===== config.mk =====
export PLATFORM = sky130hd
export DESIGN_NAME = pc_sequencer_flat
export DESIGN_NICKNAME = d
export VERILOG_FILES = /design/src/rtl/pc_sequencer_if.sv /design/src/rtl/pc_sequencer.sv /design/src/flat_wrapper.sv
export SDC_FILE = /design/constraint.sdc
export NUM_CORES = 1
export LEC_CHECK = 0
export CAP_MARGIN = 20
export CORE_ASPECT_RATIO = 0.5
export CORE_MARGIN = 3
export CORE_UTILIZATION = 55
export CTS_CLUSTER_DIAMETER = 40
export DETAILED_ROUTE_END_ITERATION = 12
export PLACE_DENSITY_LB_ADDON = 0.15
export SLEW_MARGIN = 20
export SYNTH_ARGS = -nofsm -noshare
export SYNTH_HDL_FRONTEND = slang
export SYNTH_SLANG_ARGS = --single-unit

===== constraint.sdc =====
create_clock -name clk -period 3.25 [get_ports clk]
set_input_delay 0.975 -clock clk [delete_from_list [all_inputs] [get_ports clk]]
set_output_delay 0.975 -clock clk [all_outputs]
set_load 0.005 [all_outputs]

===== src/rtl/pc_sequencer_if.sv =====
// pc_sequencer_if
// Bundles the decode/ALU-facing inputs and the PC/status outputs of the
// program-counter sequencer.
//   master : decode side; drives stall, resume, op_code, inst_addr and alu,
//            and observes pc, halted, ras_full and ras_empty (plus trap)
//   slave  : the sequencer itself
// Optional macro PC_TRAP_EN adds the trap status signal.
interface pc_sequencer_if #(
    parameter int ADDR_W = 8
);
    logic              stall;
    logic              resume;
    logic [3:0]        op_code;
    logic [ADDR_W-1:0] inst_addr;
    logic [3:0]        alu;
    logic [ADDR_W-1:0] pc;
    logic              halted;
    logic              ras_full;
    logic              ras_empty;
`ifdef PC_TRAP_EN
    logic              trap;
`endif

    modport master (
        output stall, resume, op_code, inst_addr, alu,
`ifdef PC_TRAP_EN
        input  trap,
`endif
        input  pc, halted, ras_full, ras_empty
    );

    modport slave (
        input  stall, resume, op_code, inst_addr, alu,
`ifdef PC_TRAP_EN
        output trap,
`endif
        output pc, halted, ras_full, ras_empty
    );
endinterface


===== src/rtl/pc_sequencer.sv =====
// pc_sequencer
// Registered program counter with a RUN/HALT state machine, a stall input and
// a circular hardware return-address stack (RAS) for CALL/RET.
// Ports:
//   clk  : core clock, all state changes on the rising edge
//   rst  : synchronous active-high reset
//   sif  : pc_sequencer_if.slave (stall, resume, op_code, inst_addr, alu in;
//          pc, halted, ras_full, ras_empty out; trap out with PC_TRAP_EN)
// Optional macro PC_TRAP_EN: RAS overflow/underflow jumps to TRAP_VEC, halts
// and pulses trap for one cycle instead of overwriting / falling through.
//
// state   | meaning
// --------+--------------------------------------------------------------
// ST_RUN  | one PC update per unstalled cycle, selected by op_code
// ST_HALT | PC frozen, op_code ignored; resume (no stall) returns to RUN
module pc_sequencer #(
    parameter int                  ADDR_W    = 8,
    parameter int                  OFF_W     = 4,
    parameter int                  RAS_DEPTH = 4,
    parameter logic [ADDR_W-1:0]   RESET_PC  = '0
`ifdef PC_TRAP_EN
    ,
    parameter logic [ADDR_W-1:0]   TRAP_VEC  = '1
`endif
) (
    input logic            clk,
    input logic            rst,
    pc_sequencer_if.slave  sif
);
    localparam int PTR_W = $clog2(RAS_DEPTH);
    localparam int CNT_W = PTR_W + 1;

    localparam logic [3:0] OP_HALT   = 4'b0000;
    localparam logic [3:0] OP_JUMP   = 4'b0101;
    localparam logic [3:0] OP_BRANCH = 4'b0110;
    localparam logic [3:0] OP_CALL   = 4'b0111;
    localparam logic [3:0] OP_RET    = 4'b1000;

    typedef enum logic {ST_RUN, ST_HALT} state_t;

    state_t            state;
    logic [ADDR_W-1:0] pc_q;
    logic              halted_q;
    logic [ADDR_W-1:0] ras_mem [RAS_DEPTH];
    // wr_ptr is the slot the next push lands in; the ring wraps so a push
    // while full silently replaces the oldest entry.
    logic [PTR_W-1:0]  wr_ptr;
    logic [CNT_W-1:0]  ras_cnt;
`ifdef PC_TRAP_EN
    logic              trap_q;
`endif

    logic [ADDR_W-1:0] pc_inc;
    logic [ADDR_W-1:0] br_off;
    logic [PTR_W-1:0]  rd_ptr;
    logic              ras_full_w;
    logic              ras_empty_w;

    always_comb begin
        pc_inc             = pc_q + ADDR_W'(1);
        br_off             = '0;
        br_off[OFF_W-1:0]  = sif.inst_addr[OFF_W-1:0];
        rd_ptr             = wr_ptr - PTR_W'(1);
        ras_full_w         = (ras_cnt == CNT_W'(RAS_DEPTH));
        ras_empty_w        = (ras_cnt == '0);
    end

    always_ff @(posedge clk) begin
        if (rst) begin
            state    <= ST_RUN;
            pc_q     <= RESET_PC;
            halted_q <= 1'b0;
            wr_ptr   <= '0;
            ras_cnt  <= '0;
            for (int i = 0; i < RAS_DEPTH; i++) begin
                ras_mem[i] <= '0;
            end
`ifdef PC_TRAP_EN
            trap_q   <= 1'b0;
`endif
        end else begin
`ifdef PC_TRAP_EN
            trap_q <= 1'b0;
`endif
            if (!sif.stall) begin
                case (state)
                    ST_RUN: begin
                        case (sif.op_code)
                            OP_HALT: begin
                                state    <= ST_HALT;
                                halted_q <= 1'b1;
                            end
                            OP_JUMP: pc_q <= sif.inst_addr;
                            OP_BRANCH: begin
                                if (sif.alu == 4'd1) pc_q <= pc_inc + br_off;
                                else                 pc_q <= pc_inc;
                            end
                            OP_CALL: begin
`ifdef PC_TRAP_EN
                                if (ras_full_w) begin
                                    pc_q     <= TRAP_VEC;
                                    state    <= ST_HALT;
                                    halted_q <= 1'b1;
                                    trap_q   <= 1'b1;
                                end else begin
                                    ras_mem[wr_ptr] <= pc_inc;
                                    wr_ptr          <= wr_ptr + PTR_W'(1);
                                    ras_cnt         <= ras_cnt + CNT_W'(1);
                                    pc_q            <= sif.inst_addr;
                                end
`else
                                ras_mem[wr_ptr] <= pc_inc;
                                wr_ptr          <= wr_ptr + PTR_W'(1);
                                if (!ras_full_w) ras_cnt <= ras_cnt + CNT_W'(1);
                                pc_q            <= sif.inst_addr;
`endif
                            end
                            OP_RET: begin
                                if (ras_empty_w) begin
`ifdef PC_TRAP_EN
                                    pc_q     <= TRAP_VEC;
                                    state    <= ST_HALT;
                                    halted_q <= 1'b1;
                                    trap_q   <= 1'b1;
`else
                                    pc_q <= pc_inc;
`endif
                                end else begin
                                    pc_q    <= ras_mem[rd_ptr];
                                    wr_ptr  <= rd_ptr;
                                    ras_cnt <= ras_cnt - CNT_W'(1);
                                end
                            end
                            default: pc_q <= pc_inc;
                        endcase
                    end
                    ST_HALT: begin
                        if (sif.resume) begin
                            state    <= ST_RUN;
                            halted_q <= 1'b0;
                            pc_q     <= pc_inc;
                        end
                    end
                    default: state <= ST_RUN;
                endcase
            end
        end
    end

    assign sif.pc        = pc_q;
    assign sif.halted    = halted_q;
    assign sif.ras_full  = ras_full_w;
    assign sif.ras_empty = ras_empty_w;
`ifdef PC_TRAP_EN
    assign sif.trap      = trap_q;
`endif
endmodule


===== src/flat_wrapper.sv =====
// flat-port wrapper written by rule: the top's interface ports become plain ports
module pc_sequencer_flat 
#(
    parameter int                  ADDR_W    = 8,
    parameter int                  OFF_W     = 4,
    parameter int                  RAS_DEPTH = 4,
    parameter logic [ADDR_W-1:0]   RESET_PC  = '0

)
  (clk, rst, sif_stall, sif_resume, sif_op_code, sif_inst_addr, sif_alu, sif_pc, sif_halted, sif_ras_full, sif_ras_empty);
  pc_sequencer_if #(.ADDR_W(ADDR_W)) sif_i ();
  input logic clk;
  input logic rst;
  input wire logic [$bits(sif_i.stall)-1:0] sif_stall;
  input wire logic [$bits(sif_i.resume)-1:0] sif_resume;
  input wire logic [$bits(sif_i.op_code)-1:0] sif_op_code;
  input wire logic [$bits(sif_i.inst_addr)-1:0] sif_inst_addr;
  input wire logic [$bits(sif_i.alu)-1:0] sif_alu;
  output wire logic [$bits(sif_i.pc)-1:0] sif_pc;
  output wire logic [$bits(sif_i.halted)-1:0] sif_halted;
  output wire logic [$bits(sif_i.ras_full)-1:0] sif_ras_full;
  output wire logic [$bits(sif_i.ras_empty)-1:0] sif_ras_empty;
  assign sif_i.stall = sif_stall;
  assign sif_i.resume = sif_resume;
  assign sif_i.op_code = sif_op_code;
  assign sif_i.inst_addr = sif_inst_addr;
  assign sif_i.alu = sif_alu;
  assign sif_pc = sif_i.pc;
  assign sif_halted = sif_i.halted;
  assign sif_ras_full = sif_i.ras_full;
  assign sif_ras_empty = sif_i.ras_empty;
  pc_sequencer #(.ADDR_W(ADDR_W), .OFF_W(OFF_W), .RAS_DEPTH(RAS_DEPTH), .RESET_PC(RESET_PC)) u_core (.clk(clk), .rst(rst), .sif(sif_i));
endmodule

==> results by group, run 1 <==
Timing
  • Worst hold slack: approximately 510 ps
  • RSZ-0062 raised after global routing: false
  • Slew of the pin with the lowest slew margin: roughly 870 ps
  • Clock skew: 8.101 ps
  • Min Tclk post-route: 2997 ps
  • Final Slew Violations: 0
  • Final setup viols: 0
  • Setup TNS: 0 ps
  • Final Hold Fails: 0
  • Crit share post-route: 0.9223
  • Fmax: between 300 and 400 MHz
  • Slew margin rel.: 0.4160

Clock tree
  • Htree depth: 2
  • # resized after CTS: 0
  • Later-pin clock latency in the skew report: 310 ps
  • CTS tree: done
  • CTS root buffer: clkbuf_8
  • Clock Pin Slew Worst Setup and Hold Paths: 90 ps
  • Clock sinks: between 40 and 50
  • Number of setup buffers added after CTS: 0
  • Cts hold-fix bufs: 0
  • Num CTS Buffers: 5
  • Clock Path Buffers: 2

Yosys
  • Sequential share of the synthesized area: 0.4458
  • Syn_area_per_cell: between 9 and 10 um^2
  • EDFF count, synth: 32
  • FFs w/ async S/R, synth: 0
  • Post-Syn Instances: ~280
  • Syn_nets: between 300 and 400
  • Yosys reg bits: 47
  • Count of different cell masters after synthesis: 58
  • Post-synth top flop: edfxtp_1
  • Largest cells by area after synthesis: edfxtp_1, dfxtp_1, mux4_2, nor2_1, nor3_1
  • Synth Cell Area: 0.002829 mm^2
  • Area leader, netlist: edfxtp_1
  • Area share of the largest cell type after synthesis: 0.3397
  • Yosys Warn Count: 0

Global route
  • Largest net degree at the start of global routing: 18
  • Total GRT Usage: 0.2539
  • Total global routing overflow: 0
  • Initial antenna violation count: 0
  • Number of global-route vias before repair: 2238
  • First-pass GRT wire length: between 10000 and 15000 um

Job
  • Max_cap viols: 0

Critical path
  • Crit path DAT: 3190 ps
  • Slowest CP cell: clkdlybuf4s50_1
  • Worst reg2reg startpoint: u_core.sif.pc[1]
  • CP max FO: 2
  • Worst R2R Setup Slack: around 690 ps
  • Crit Path Category: input pin to register
  • R2r endpoint: u_core.sif.pc[7]
  • Worst Setup SP: sif_inst_addr[0]
  • Worst Setup EP: u_core.sif.pc[6]
  • CP max stage delay: 500 ps
  • Worst-path cell chain: clkdlybuf4s50_1 -> ha_1 -> inv_1 -> fa_1 -> nand2b_1 -> a21oi_1 -> o2111ai_1 -> xor2_1 -> a211oi_1 -> o32ai_1
  • CP Capture Type: register
  • Reg2reg path depth: 10
  • Startpoint types: input pin
  • Worst Path Required: about 3500 ps

Cells and area
  • Layout fillers: between 300 and 400
  • Synth-to-Final Area Change: 19.02%
  • Leading cell type in the layout, fill and taps excluded: nor2_1
  • Share of post-route cells with drive strength above 1: 0.1393
  • Leading cell types in the layout, fill and taps excluded: nor2_1, edfxtp_1, clkdlybuf4s50_1, buf_4, inv_1
  • N_diodes: 0
  • Layout Nets: 349

Drt
  • Total number of vias: roughly 2.4k
  • Vias/cell: ~6.3
  • DRT Pass-1 Iters: 7
  • DRC viols: 0
  • Iter 0 DRT Violations: between 200 and 250
  • Final antenna-violating net count: 0
  • Final WL: about 7000 um
  • Avg WL per Cell: about 18 um

Die
  • Die span in x: ~110 um
  • Core Footprint: 0.004679 mm^2
  • Die area: 0.006093 mm^2
  • Initial core utilization: 0.6045
  • Row Count: 17
  • IO Pins: 31
  • Die Ht: roughly 57 um

Run status
  • Status: finished, final reports clean

Placed design
  • Gpl congestion: slightly above 0.9
  • HPWL Detailed: 5269 um
  • Port Buffers: 30

Power and ir drop
  • Peak VDD IR: between 0.0003 and 0.0004 V
  • Pwr dens: 380.2 mW/mm^2
  • Leakage power: 0.001243 uW

Hold path
  • Hold Crit Class: register to register
-- registers in the layout (all words and copies together), names as in the netlist --
register           count
u_core.ras_cnt         3
u_core.ras_mem        32
u_core.sif.halted      1
u_core.sif.pc          8
u_core.state           1
u_core.wr_ptr          2
-- worst max-delay path: cells and delay by family --
family          cells  cell delay (ps)
compound gates      4              730
buf+inv             2              560
simple gates        1              170
xor+xnor            1              170
fa+ha+maj           2              590
-- layout make-up --
class | count | area (um^2) | area share
Multi-Input combinational cell | 200 | 1418 | 0.4210
Sequential cell | 47 | 1261 | 0.3746
Timing Repair Buffer | 49 | 442.9 | 0.1315
Tap cell | 66 | 82.58 | 0.02453
Inverter | 19 | 73.82 | 0.02192
Clock buffer | 6 | 72.57 | 0.02155
Clock inverter | 2 | 16.27 | 0.004831
-- synthesized netlist by cell type (2+ instances only) --
cell type,number
a211o_1,2
a211oi_1,4
a21oi_1,6
a222oi_1,3
a311oi_1,3
a31oi_1,2
a32oi_1,2
and3_1,6
buf_2,4
clkbuf_1,12
dfxtp_1,15
edfxtp_1,32
fa_1,2
ha_1,5
inv_1,18
mux2i_1,2
mux4_2,8
nand2_1,16
nand2b_1,7
nand3_1,6
nor2_1,45
nor2b_1,2
nor3_1,17
nor4_1,2
o21ai_0,11
o21bai_1,5
o22ai_1,3
o32ai_1,2
xnor2_1,7
xor2_1,7
-- metal layers --
layer | track usage | wire length, um | up-vias
met5 | 0 | 0 | -
met4 | 0.04856 | 117 | 0
met3 | 0.05166 | 653 | 17
met2 | 0.3876 | 3188 | 125
met1 | 0.3769 | 3201 | 1178
li1 | - | - | 1116
-- report_power, final --
part / internal [uW] / total [uW] / switching, uW / leakage (uW)
clock: 155 / 367 / 212 / 0.0000418
combinational: 112 / 232 / 120 / 0.000749
sequential: 660 / 681 / 21.2 / 0.000452
-- cells by family after synthesis --
family / after synthesis / synth area share
xor+xnor: 14 / 0.04334
buf+inv: 37 / 0.05307
compound gates: 56 / 0.1544
mux: 10 / 0.07076
simple gates: 113 / 0.1964
fa+ha+maj: 7 / 0.03627
flops: 47 / 0.4458
-- worst min-delay path by stage --
stage | from | endpoint | slack (ps) | cells after the start
2_1_floorplan | u_core.sif.halted | u_core.sif.halted | 480 | 2
3_3_place_gp | u_core.sif.halted | u_core.sif.halted | 480 | 2
3_5_place_dp | u_core.sif.halted | u_core.sif.halted | 490 | 2
4_1_cts | u_core.sif.halted | u_core.sif.halted | 510 | 2
5_1_grt | u_core.sif.halted | u_core.sif.halted | 530 | 2
6_report | u_core.sif.halted | u_core.sif.halted | 510 | 2
-- metrics by stage --
| stage | std cells | instance area, um^2 | util | worst slack [ps] | power (uW) |
|---|---|---|---|---|---|
| final | 389 | 3367 | 0.7195 | 252.6 | 1280 |
| after global placement | 381 | 3278 | 0.7005 | 59.31 | 915.9 |
| after global routing | 389 | 3367 | 0.7195 | 208.3 | 1338 |
| after detailed placement | 381 | 3278 | 0.7005 | 3.363 | 922.5 |
| after CTS | 389 | 3367 | 0.7195 | 312.3 | 1282 |
| after floorplan | 284 | 2829 | - | 604.7 | 820.3 |
Note: power is estimated with default switching activity, not from simulation.
==> inputs of run 2 (changes only) <==
Settings changed: PLACE_DENSITY_LB_ADDON 0.15 to 0.08.
==> results by group, run 2 (synthesized netlist as in run 1, its figures left out) <==
Run status
  • Status: finished, final reports clean

Die
  • IO Pins: 31 (unchanged)
  • Initial core utilization: 0.6045 (unchanged)
  • Die area: 0.006093 mm^2 (unchanged)
  • Die Ht: 56.72 um (unchanged)
  • Core Footprint: 0.004679 mm^2 (unchanged)
  • Die span in x: 107.4 um (unchanged)
  • Row Count: 17 (unchanged)

Drt
  • Total number of vias: 2340 (-3.9%)
  • Avg WL per Cell: 18.41 um (about the same)
  • DRT Pass-1 Iters: 5 (-2)
  • Iter 0 DRT Violations: 174 (-17%)
  • Final antenna-violating net count: 0 (unchanged)
  • DRC viols: 0 (unchanged)
  • Final WL: 7126 um (-0.47%)
  • Vias/cell: 6.047 (-3.4%)

Placed design
  • HPWL Detailed: 5289 um (+0.38%)
  • Gpl congestion: 0.9133 (-1.5%)
  • Cells after DPL: 379 (-0.52%)
  • Pre-CTS setup slack: -14.88 ps (-18.24 ps)
  • Port Buffers: 30 (unchanged)

Critical path
  • CP max stage delay: 480 ps (-20 ps)
  • CP max FO: 3 (+1)
  • Worst Path Required: 3450 ps (about the same)
  • Worst Setup SP: sif_inst_addr[0]
  • Crit Path Category: input pin to register
  • Slowest CP cell: clkdlybuf4s50_1
  • Reg2reg path depth: 9 (-1)
  • CP top delay family: compound AO/OA/AOI/OAI gates
  • R2r endpoint: u_core.sif.pc[6]
  • Worst reg2reg startpoint: u_core.sif.pc[1]
  • Worst R2R Setup Slack: 680 ps (about the same)
  • Buf/Inv on CP: 2 (unchanged)
  • Crit path DAT: 3190 ps (about the same)
  • Worst-path cell chain: clkdlybuf4s50_1 -> ha_1 -> inv_1 -> fa_1 -> nand2b_1 -> a21oi_1 -> o2111ai_1 -> xor2_1 -> a211oi_1 -> o32ai_1
  • CP Capture Type: register
  • Startpoint types: input pin

Timing
  • Worst hold slack: 502.2 ps (-7.637 ps)
  • Final WS setup: 256.7 ps (+4.095 ps)
  • Final Slew Violations: 0 (unchanged)
  • Setup TNS: 0 ps (unchanged)
  • Crit share post-route: 0.9210 (-0.001260)
  • Fmax: 334.1 MHz (+0.14%)
  • Slew margin rel.: 0.3921 (-0.02390)
  • RSZ-0062 raised after global routing: false
  • Clock skew: 9.569 ps (+1.468 ps)
  • Final setup viols: 0 (unchanged)
  • Min Tclk post-route: 2993 ps (-4.095 ps)
  • Slew of the pin with the lowest slew margin: 905.4 ps (+35.59 ps)
  • Final Hold Fails: 0 (unchanged)

Cells and area
  • Final Util: 0.7163 (-0.003209)
  • N_diodes: 0 (unchanged)
  • Leading cell types in the layout, fill and taps excluded: nor2_1, edfxtp_1, clkdlybuf4s50_1, inv_1
  • Layout fillers: 365 (+2.0%)
  • Non-filler cells, final: 387 (-0.51%)
  • Reg with most FFs: u_core.ras_mem
  • Synth-to-Final Area Change: 18.49%
  • Layout Nets: 347 (-0.57%)
  • Max reg flops: 32 (unchanged)
  • Leading cell type in the layout, fill and taps excluded: nor2_1
  • Share of post-route cells with drive strength above 1: 0.1340 (-0.005362)

Clock tree
  • # resized after CTS: 0 (unchanged)
  • Clock sinks: 47 (unchanged)
  • CTS root buffer: clkbuf_8
  • Htree depth: 2 (unchanged)
  • Later-pin clock latency in the skew report: 310 ps (about the same)
  • Num CTS Buffers: 5 (unchanged)
  • CTS tree: done
  • Number of setup buffers added after CTS: 0 (unchanged)
  • Clock Pin Slew Worst Setup and Hold Paths: 100 ps (about the same)
  • Cts hold-fix bufs: 0 (unchanged)
  • Clock Path Buffers: 2 (unchanged)

Power and ir drop
  • Leakage power: 0.001233 uW (-0.86%)
  • Pwr dens: 384.2 mW/mm^2 (+1.0%)
  • Peak VDD IR: 0.0002492 V (-25%)

Global route
  • Initial antenna violation count: 0 (unchanged)
  • GR Util met3: 0.04822 (-0.003444)
  • Busiest grt layer: met1
  • M1 GR Usage: 0.3770 (about the same)
  • Total global routing overflow: 0 (unchanged)
  • First-pass GRT wire length: 11510 um (-2.4%)
  • Largest net degree at the start of global routing: 18 (unchanged)
  • Number of global-route vias before repair: 2233 (-0.22%)
  • Met2 usage: 0.3662 (-0.02133)
  • Total GRT Usage: 0.2457 (-0.008248)

Job
  • Max_cap viols: 0 (unchanged)

Hold path
  • Worst hold stages: 2 (unchanged)
  • Hold Crit Class: register to register
  • Hold Crit Endpoint: u_core.sif.halted
  • Hold Crit Start: u_core.sif.halted
run 2: worst max path at each step:
stage,end,slack [ps],cells after the start
3_5_place_dp,u_core.sif.pc[6],-10,10
2_1_floorplan,u_core.sif.pc[6],600,9
6_report,u_core.sif.pc[6],260,10
3_3_place_gp,u_core.sif.pc[6],60,10
5_1_grt,u_core.sif.pc[6],170,10
4_1_cts,u_core.sif.pc[6],300,10
run 2: cell type report:
class | instances | area, um^2 | share of cell area
Multi-Input combinational cell | 200 | 1418 | 0.4229
Sequential cell | 47 | 1261 | 0.3763
Timing Repair Buffer | 47 | 427.9 | 0.1277
Tap cell | 66 | 82.58 | 0.02464
Inverter | 19 | 73.82 | 0.02202
Clock buffer | 6 | 72.57 | 0.02165
Clock inverter | 2 | 16.27 | 0.004853
run 2: routing by layer:
layer	vias to the layer above	part of all wire
li1	1109	-
met1	1129	0.47
met2	95	0.44
met3	7	0.087
met4	0	0.0056
met5	-	0
run 2: report_power, final:
group	leakage, uW	internal [uW]	switching (uW)
logic	0.000739	110	119
clock network	0.0000418	155	222
registers	0.000452	660	21.0
run 2: metrics by stage:
step / total power, uW / instance area, um^2
finish: 1288 / 3352
global route: 1342 / 3352
CTS: 1285 / 3352
detailed placement: 918.7 / 3263
global placement: 914.2 / 3263
floorplan: 820.3 / 2829
run 2: worst reg2reg max path: stages, from the launching register on:
cell	delay, ps
dfxtp_1	380
ha_1	380
inv_1	150
fa_1	430
nand2b_1	150
a21oi_1	260
o2111ai_1	180
xor2_1	170
a211oi_1	250
o32ai_1	110
